**config.mk**
```make
export PLATFORM = sky130hd
export DESIGN_NAME = rc5_key_expander_param_flat
export DESIGN_NICKNAME = d
export VERILOG_FILES = /design/src/rtl/rc5_key_expander_param_pkg.sv /design/src/rtl/rc5_key_expander_param_if.sv /design/src/rtl/rc5_key_expander_param_rotl.sv /design/src/rtl/rc5_key_expander_param.sv /design/src/flat_wrapper.sv
export SDC_FILE = /design/constraint.sdc
export NUM_CORES = 2
export LEC_CHECK = 0
export CORE_UTILIZATION = 55
export DETAILED_ROUTE_END_ITERATION = 8
export GPL_TIMING_DRIVEN = 0
export PLACE_DENSITY = 0.68
export REMOVE_ABC_BUFFERS = 1
export SYNTH_ARGS = -nofsm -noshare
export SYNTH_HDL_FRONTEND = slang
export SYNTH_SLANG_ARGS = --single-unit
```
**constraint.sdc**
```tcl
create_clock -name clk -period 26.1 [get_ports clk]
set_input_delay 5.22 -clock clk [delete_from_list [all_inputs] [get_ports clk]]
set_output_delay 5.22 -clock clk [all_outputs]
set_load 0.05 [all_outputs]
```
**src/rtl/rc5_key_expander_param_pkg.sv**
```systemverilog
// Shared FSM encodings, magic constants and size helpers for the RC5-W/R/B key expander.
package rc5_pkg;

    localparam logic [2:0] ST_IDLE   = 3'd0;
    localparam logic [2:0] ST_LOAD_L = 3'd1;
    localparam logic [2:0] ST_INIT_S = 3'd2;
    localparam logic [2:0] ST_MIX    = 3'd3;
    localparam logic [2:0] ST_FIN    = 3'd4;

    function automatic logic [63:0] rc5_pw(input int w);
        case (w)
            16:      return 64'h0000_0000_0000_B7E1;
            64:      return 64'hB7E1_5162_8AED_2A6B;
            default: return 64'h0000_0000_B7E1_5163;
        endcase
    endfunction

    function automatic logic [63:0] rc5_qw(input int w);
        case (w)
            16:      return 64'h0000_0000_0000_9E37;
            64:      return 64'h9E37_79B9_7F4A_7C15;
            default: return 64'h0000_0000_9E37_79B9;
        endcase
    endfunction

    function automatic int rc5_u(input int w);
        return w / 8;
    endfunction

    function automatic int rc5_t(input int r);
        return 2 * (r + 1);
    endfunction

    function automatic int rc5_c(input int b, input int w);
        return (b + rc5_u(w) - 1) / rc5_u(w);
    endfunction

    function automatic int rc5_n(input int w, input int r, input int b);
        int t;
        int c;
        t = rc5_t(r);
        c = rc5_c(b, w);
        return 3 * ((t > c) ? t : c);
    endfunction

    // Index width for an n-entry table; never narrower than one bit.
    function automatic int rc5_idx_w(input int n);
        return (n <= 2) ? 1 : $clog2(n);
    endfunction

endpackage

```
**src/rtl/rc5_key_expander_param_if.sv**
```systemverilog
// Bus bundle for rc5_key_expander_param: key byte write port, start/done handshake and S read port.
interface rc5_key_expander_param_if #(
    parameter int W = 32,
    parameter int R = 12,
    parameter int B = 16
);
    import rc5_pkg::*;

    localparam int KAW = rc5_idx_w(B);
    localparam int TAW = rc5_idx_w(rc5_t(R));

    logic           key_we;
    logic [KAW-1:0] key_addr;
    logic [7:0]     key_byte;
    logic           start;
    logic           busy;
    logic           done;
    logic           s_valid;
    logic [TAW-1:0] s_rd_addr;
    logic [W-1:0]   s_rd_data;

    modport master (
        output key_we, key_addr, key_byte, start, s_rd_addr,
        input  busy, done, s_valid, s_rd_data
    );

    modport slave (
        input  key_we, key_addr, key_byte, start, s_rd_addr,
        output busy, done, s_valid, s_rd_data
    );

endinterface

```
**src/rtl/rc5_key_expander_param_rotl.sv**
```systemverilog
// Combinational left rotate of a W-bit word by a log2(W)-bit amount.
module rc5_rotl #(
    parameter int W = 32
) (
    input  logic [W-1:0]         din,
    input  logic [$clog2(W)-1:0] amt,
    output logic [W-1:0]         dout
);

    logic [2*W-1:0] dbl;

    // Bits shifted out of the top half wrap in from the duplicated copy.
    assign dbl  = {din, din} << amt;
    assign dout = dbl[2*W-1:W];

endmodule

```
**src/rtl/rc5_key_expander_param.sv**
```systemverilog
// Parametrised RC5-W/R/B key schedule with key byte port, start/done handshake and S read port.
// Define KEY_ZEROIZE_EN to wipe K[] and L[] in the cycle S becomes valid.
module rc5_key_expander_param
    import rc5_pkg::*;
#(
    parameter int W = 32,
    parameter int R = 12,
    parameter int B = 16
) (
    input  logic                     clk,
    input  logic                     rst,
    rc5_key_expander_param_if.slave  bus
);

    localparam int U   = rc5_u(W);
    localparam int T   = rc5_t(R);
    localparam int C   = rc5_c(B, W);
    localparam int N   = rc5_n(W, R, B);
    localparam int KAW = rc5_idx_w(B);
    localparam int KD  = 2 ** KAW;
    localparam int TAW = rc5_idx_w(T);
    localparam int CAW = rc5_idx_w(C);
    localparam int NW  = $clog2(N + 1);
    localparam int RW  = $clog2(W);
    localparam int USH = $clog2(U);

    localparam logic [63:0]   PW64  = rc5_pw(W);
    localparam logic [63:0]   QW64  = rc5_qw(W);
    localparam logic [W-1:0]  PW    = PW64[W-1:0];
    localparam logic [W-1:0]  QW    = QW64[W-1:0];
    localparam logic [RW-1:0] ROT_A = RW'(3);

    logic [2:0]            state;
    logic [KD-1:0][7:0]    k_mem;
    logic [C-1:0][W-1:0]   l_mem;
    logic [T-1:0][W-1:0]   s_mem;
    logic [KAW-1:0]        bi;
    logic [TAW-1:0]        si;
    logic [CAW-1:0]        lj;
    logic [NW-1:0]         cnt;
    logic [W-1:0]          a_reg;
    logic [W-1:0]          b_reg;
    logic                  busy_r;
    logic                  done_r;
    logic                  valid_r;
    logic [W-1:0]          rd_data_p1;

    logic [CAW-1:0]        lidx;
    logic [W-1:0]          a_sum;
    logic [W-1:0]          a_new;
    logic [W-1:0]          b_sum;
    logic [W-1:0]          b_new;
    logic [RW-1:0]         b_amt;

    assign lidx  = CAW'(bi >> USH);
    assign a_sum = s_mem[si] + a_reg + b_reg;
    assign b_sum = l_mem[lj] + a_new + b_reg;
    // Only the low log2(W) bits of A'+B_ feed the rotate, and they depend only on the low operand bits.
    assign b_amt = a_new[RW-1:0] + b_reg[RW-1:0];

    rc5_rotl #(.W(W)) u_rotl_a (.din(a_sum), .amt(ROT_A), .dout(a_new));
    rc5_rotl #(.W(W)) u_rotl_b (.din(b_sum), .amt(b_amt), .dout(b_new));

    always_ff @(posedge clk or negedge rst) begin
        if (!rst) begin
            state      <= ST_IDLE;
            busy_r     <= 1'b0;
            done_r     <= 1'b0;
            valid_r    <= 1'b0;
            rd_data_p1 <= '0;
            k_mem      <= '0;
            l_mem      <= '0;
            s_mem      <= '0;
            bi         <= '0;
            si         <= '0;
            lj         <= '0;
            cnt        <= '0;
            a_reg      <= '0;
            b_reg      <= '0;
        end else begin
            done_r <= 1'b0;

            // Read port stage: one-cycle latency, zero unless a complete table is flagged valid.
            if (valid_r && (32'(bus.s_rd_addr) < T))
                rd_data_p1 <= s_mem[bus.s_rd_addr];
            else
                rd_data_p1 <= '0;

            case (state)
                ST_IDLE: begin
                    if (bus.key_we)
                        k_mem[bus.key_addr] <= bus.key_byte;
                    if (bus.start) begin
                        l_mem   <= '0;
                        busy_r  <= 1'b1;
                        valid_r <= 1'b0;
                        bi      <= KAW'(B - 1);
                        si      <= '0;
                        a_reg   <= PW;
                        state   <= ST_LOAD_L;
                    end
                end
                ST_LOAD_L: begin
                    l_mem[lidx] <= (l_mem[lidx] << 8) + {{(W-8){1'b0}}, k_mem[bi]};
                    bi          <= bi - KAW'(1);
                    if (bi == '0)
                        state <= ST_INIT_S;
                end
                ST_INIT_S: begin
                    // a_reg carries the running Pw + k*Qw so S is never read back here.
                    s_mem[si] <= a_reg;
                    a_reg     <= a_reg + QW;
                    if (32'(si) == T - 1) begin
                        si    <= '0;
                        lj    <= '0;
                        cnt   <= '0;
                        a_reg <= '0;
                        b_reg <= '0;
                        state <= ST_MIX;
                    end else begin
                        si <= si + TAW'(1);
                    end
                end
                ST_MIX: begin
                    s_mem[si] <= a_new;
                    l_mem[lj] <= b_new;
                    a_reg     <= a_new;
                    b_reg     <= b_new;
                    si        <= (32'(si) == T - 1) ? '0 : si + TAW'(1);
                    lj        <= (32'(lj) == C - 1) ? '0 : lj + CAW'(1);
                    cnt       <= cnt + NW'(1);
                    if (cnt == NW'(N - 1))
                        state <= ST_FIN;
                end
                ST_FIN: begin
                    busy_r  <= 1'b0;
                    done_r  <= 1'b1;
                    valid_r <= 1'b1;
                    state   <= ST_IDLE;
`ifdef KEY_ZEROIZE_EN
                    k_mem   <= '0;
                    l_mem   <= '0;
`else
                    k_mem   <= k_mem;
`endif
                end
                default: state <= ST_IDLE;
            endcase
        end
    end

    assign bus.busy      = busy_r;
    assign bus.done      = done_r;
    assign bus.s_valid   = valid_r;
    assign bus.s_rd_data = rd_data_p1;

endmodule
```
**src/flat_wrapper.sv**
```systemverilog
// flat-port wrapper written by rule: the top's interface ports become plain ports
module rc5_key_expander_param_flat import rc5_pkg::*;
#(
    parameter int W = 32,
    parameter int R = 12,
    parameter int B = 16
)
  (clk, rst, bus_key_we, bus_key_addr, bus_key_byte, bus_start, bus_s_rd_addr, bus_busy, bus_done, bus_s_valid, bus_s_rd_data);
  rc5_key_expander_param_if #(.W(W), .R(R), .B(B)) bus_i ();
  input  logic clk;
  input  logic rst;
  input wire logic [$bits(bus_i.key_we)-1:0] bus_key_we;
  input wire logic [$bits(bus_i.key_addr)-1:0] bus_key_addr;
  input wire logic [$bits(bus_i.key_byte)-1:0] bus_key_byte;
  input wire logic [$bits(bus_i.start)-1:0] bus_start;
  input wire logic [$bits(bus_i.s_rd_addr)-1:0] bus_s_rd_addr;
  output wire logic [$bits(bus_i.busy)-1:0] bus_busy;
  output wire logic [$bits(bus_i.done)-1:0] bus_done;
  output wire logic [$bits(bus_i.s_valid)-1:0] bus_s_valid;
  output wire logic [$bits(bus_i.s_rd_data)-1:0] bus_s_rd_data;
  assign bus_i.key_we = bus_key_we;
  assign bus_i.key_addr = bus_key_addr;
  assign bus_i.key_byte = bus_key_byte;
  assign bus_i.start = bus_start;
  assign bus_i.s_rd_addr = bus_s_rd_addr;
  assign bus_busy = bus_i.busy;
  assign bus_done = bus_i.done;
  assign bus_s_valid = bus_i.s_valid;
  assign bus_s_rd_data = bus_i.s_rd_data;
  rc5_key_expander_param #(.W(W), .R(R), .B(B)) u_core (.clk(clk), .rst(rst), .bus(bus_i));
endmodule
```
==> reports/qor.txt <==
Ys Warns: 0
Num CTS Buffers: 132
Largest net degree at the start of global routing: 177
Hold depth: 2
Hold buffers post-CTS: 0
Cell mode on critical path: a21oi_1
Worst Path Arrival: 14.86 ns
Fraction of layout cells with a size suffix above 1: 15.59%
Final WL: 230,100 um
Total gr overflow: 0
WP data required: 26.69 ns
Total I/O pin count: 56
Setup TNS Final: 0 ns
Ant. Diodes: 0
Most frequent cell after synthesis: dfrtp_1
Core area: 122,400 um2
Hold_sp: u_core.s_mem[471]$_DFFE_PN0P_
Syn-to-layout area delta: 11.52%
Synth Cell Area: 68,190 um2
Final setup violation count: 0
Post-synth EDFFs: 0
CTS resizes: 0
Library cells used by synthesis: 97
Detailed Routing Iterations Pass 1: 9
Clock Sinks: 1,208
Gate Count Post-Synth: 6,622
Initial Util: 55.73%
Register bit total from synthesis: 1,208
Synth top cells by count: dfrtp_1, nand2_1, o21ai_0, clkbuf_1, mux4_2
Vias in the first global route: 54,650
Initial antenna violation count: 3
CTS tree: yes
RSZ-0062 raised after global routing: false
Row count: 128
Reg2reg path depth: 33
Chip width: 354.1 um
Largest regs: u_core.s_mem x832, u_core.k_mem x128, u_core.l_mem x128
Worst R2R Start: u_core.si[3]$_DFFE_PN0P_
Post-detailed-route via-to-cell ratio: 6.956
Die Area: 125,400 um2
Slowest CP cell: nand2_1
Status: finished with violations
Area contributors post-synth: dfrtp_1, mux4_2, o21ai_0, nand2_1, mux2i_1
Skew-Pair Late Insertion Delay: 0.79 ns
Max reg flops: 832
Final Hold Viols: 0
Worst setup EP type: register
# Max-Cap Violations: 5
Max Slew Vio Count: 33
Worst slew margin: -1.362%
Failing checks: design-rule violations, max-capacitance violations, max-slew violations
Root Driver: clkbuf_16
Number of port buffers: 55
Ratio of final minimum period to clock period: 54.69%
Routability Congestion: 0.9787
Post-CTS Setup Inserts: 0
Area leader, netlist: dfrtp_1
Crit path kind: register to register
Max Freq: 70.06 MHz
HPWL after detailed placement: 147,300 um
Clock tree buffer depth: 3
Total track usage: 36.99%
Clock Pin Slew Worst Setup and Hold Paths: 0.06 ns
Main flop type after synthesis: dfrtp_1
Yosys top cell area share: 44.33%
Syn_area_per_cell: 10.30 um2
Synth async-reset ratio: 100.0%
First-pass GRT wire length: 349,300 um
DR iter-0 viols: 7,006
Sequential area share after synthesis: 44.33%
Worst Setup Start Kind: register
Max Clock Skew: 0.04346 ns
Final min period: 14.27 ns
Worst min path class: register to register
Worst Tran Pin Value: 1.520 ns
Critical register-to-register path endpoint: u_core.l_mem[10]$_DFFE_PN0P_
R2R setup slack: 11.83 ns
Antenna viol nets, final: 0
Largest reg by FF count: u_core.s_mem
Drt wl/cell: 28.46 um
DR DRC count: 13
CTS H-tree depth: 4
Via count: 56,240
Delay of the slowest critical-path stage: 1.27 ns
Post-layout nets: 6,525
WHS Endpoint: u_core.s_mem[471]$_DFFE_PN0P_
Die Y: 354.1 um
CP Max Fanout: 27
==> layout by cell type, fill, tap and decap left out, drive strengths merged, types with 123 or more instances in the layout <==
cell and count:
mux2i 271, clkbuf 197, o21ai 1077, mux4 377
buf 123, a21oi 301, nor2 281, mux2 176
nand2 1086, dfrtp 1208
==> worst max-delay path by stage <==
stage	cells after the start	from	slack, ns	endpoint
finish	33	u_core.si[3]$_DFFE_PN0P_	11.83	u_core.l_mem[10]$_DFFE_PN0P_
global route	33	u_core.si[3]$_DFFE_PN0P_	11.70	u_core.l_mem[34]$_DFFE_PN0P_
CTS	34	u_core.si[3]$_DFFE_PN0P_	12.35	u_core.l_mem[30]$_DFFE_PN0P_
detailed placement	34	u_core.si[3]$_DFFE_PN0P_	12.39	u_core.l_mem[94]$_DFFE_PN0P_
global placement	1	rst	-35.72	u_core.k_mem[48]$_DFFE_PN0P_
floorplan	26	u_core.si[0]$_DFFE_PN0P_	8.38	u_core.l_mem[5]$_DFFE_PN0P_
==> layout make-up <==
type                            count  area [um2]
Fill cell                        9868       46310
Multi-Input combinational cell   4794       36300
Sequential cell                  1208       30250
Clock buffer                      197        3831
Timing Repair Buffer              172        3032
Tap cell                         1625        2033
Clock inverter                     35       402.9
Inverter                           54       205.2
==> cells by family after synthesis <==
group / synth area share (%)
compound gates: 18.28
xor+xnor: 0.7963
fa+ha+maj: 3.321
buf+inv: 3.462
flops: 44.33
mux: 19.35
simple gates: 10.46
==> per-stage QoR <==
step | std cells | hold WS [ns] | setup WS (ns) | area, um2 | utilization (%)
floorplan | 6056 | 0.4509 | 8.384 | 66030 | -
global placement | 7736 | 0.4731 | -35.72 | 68620 | 56.08
detailed placement | 7852 | 0.4833 | 12.39 | 71790 | 58.67
CTS | 8084 | 0.4970 | 12.35 | 76020 | 62.13
global route | 8085 | 0.5105 | 11.70 | 76050 | 62.15
finish | 8085 | 0.4936 | 11.83 | 76050 | 62.15
==> layer usage <==
| layer | wire (um) | vias up | share of wire, % | GRT usage (%) |
|---|---|---|---|---|
| li1 | - | 24050 | - | - |
| met1 | 91240 | 28140 | 40 | 51.60 |
| met2 | 100900 | 3343 | 44 | 53.92 |
| met3 | 25570 | 703 | 11 | 9.537 |
| met4 | 12340 | 4 | 5.4 | 18.38 |
| met5 | 21 | - | 0.0091 | 0 |
==> critical path, delay by kind of cell (launching register included) <==
family	cells	cell delay, ns
compound gates	16	5.69
xor+xnor	1	0.30
fa+ha+maj	6	2.58
buf+inv	3	0.78
flops	1	0.68
mux	2	0.73
simple gates	5	3.27
Power is not shown: default switching activity piles up to over one toggle a cycle in this logic, so the estimate is an artifact.
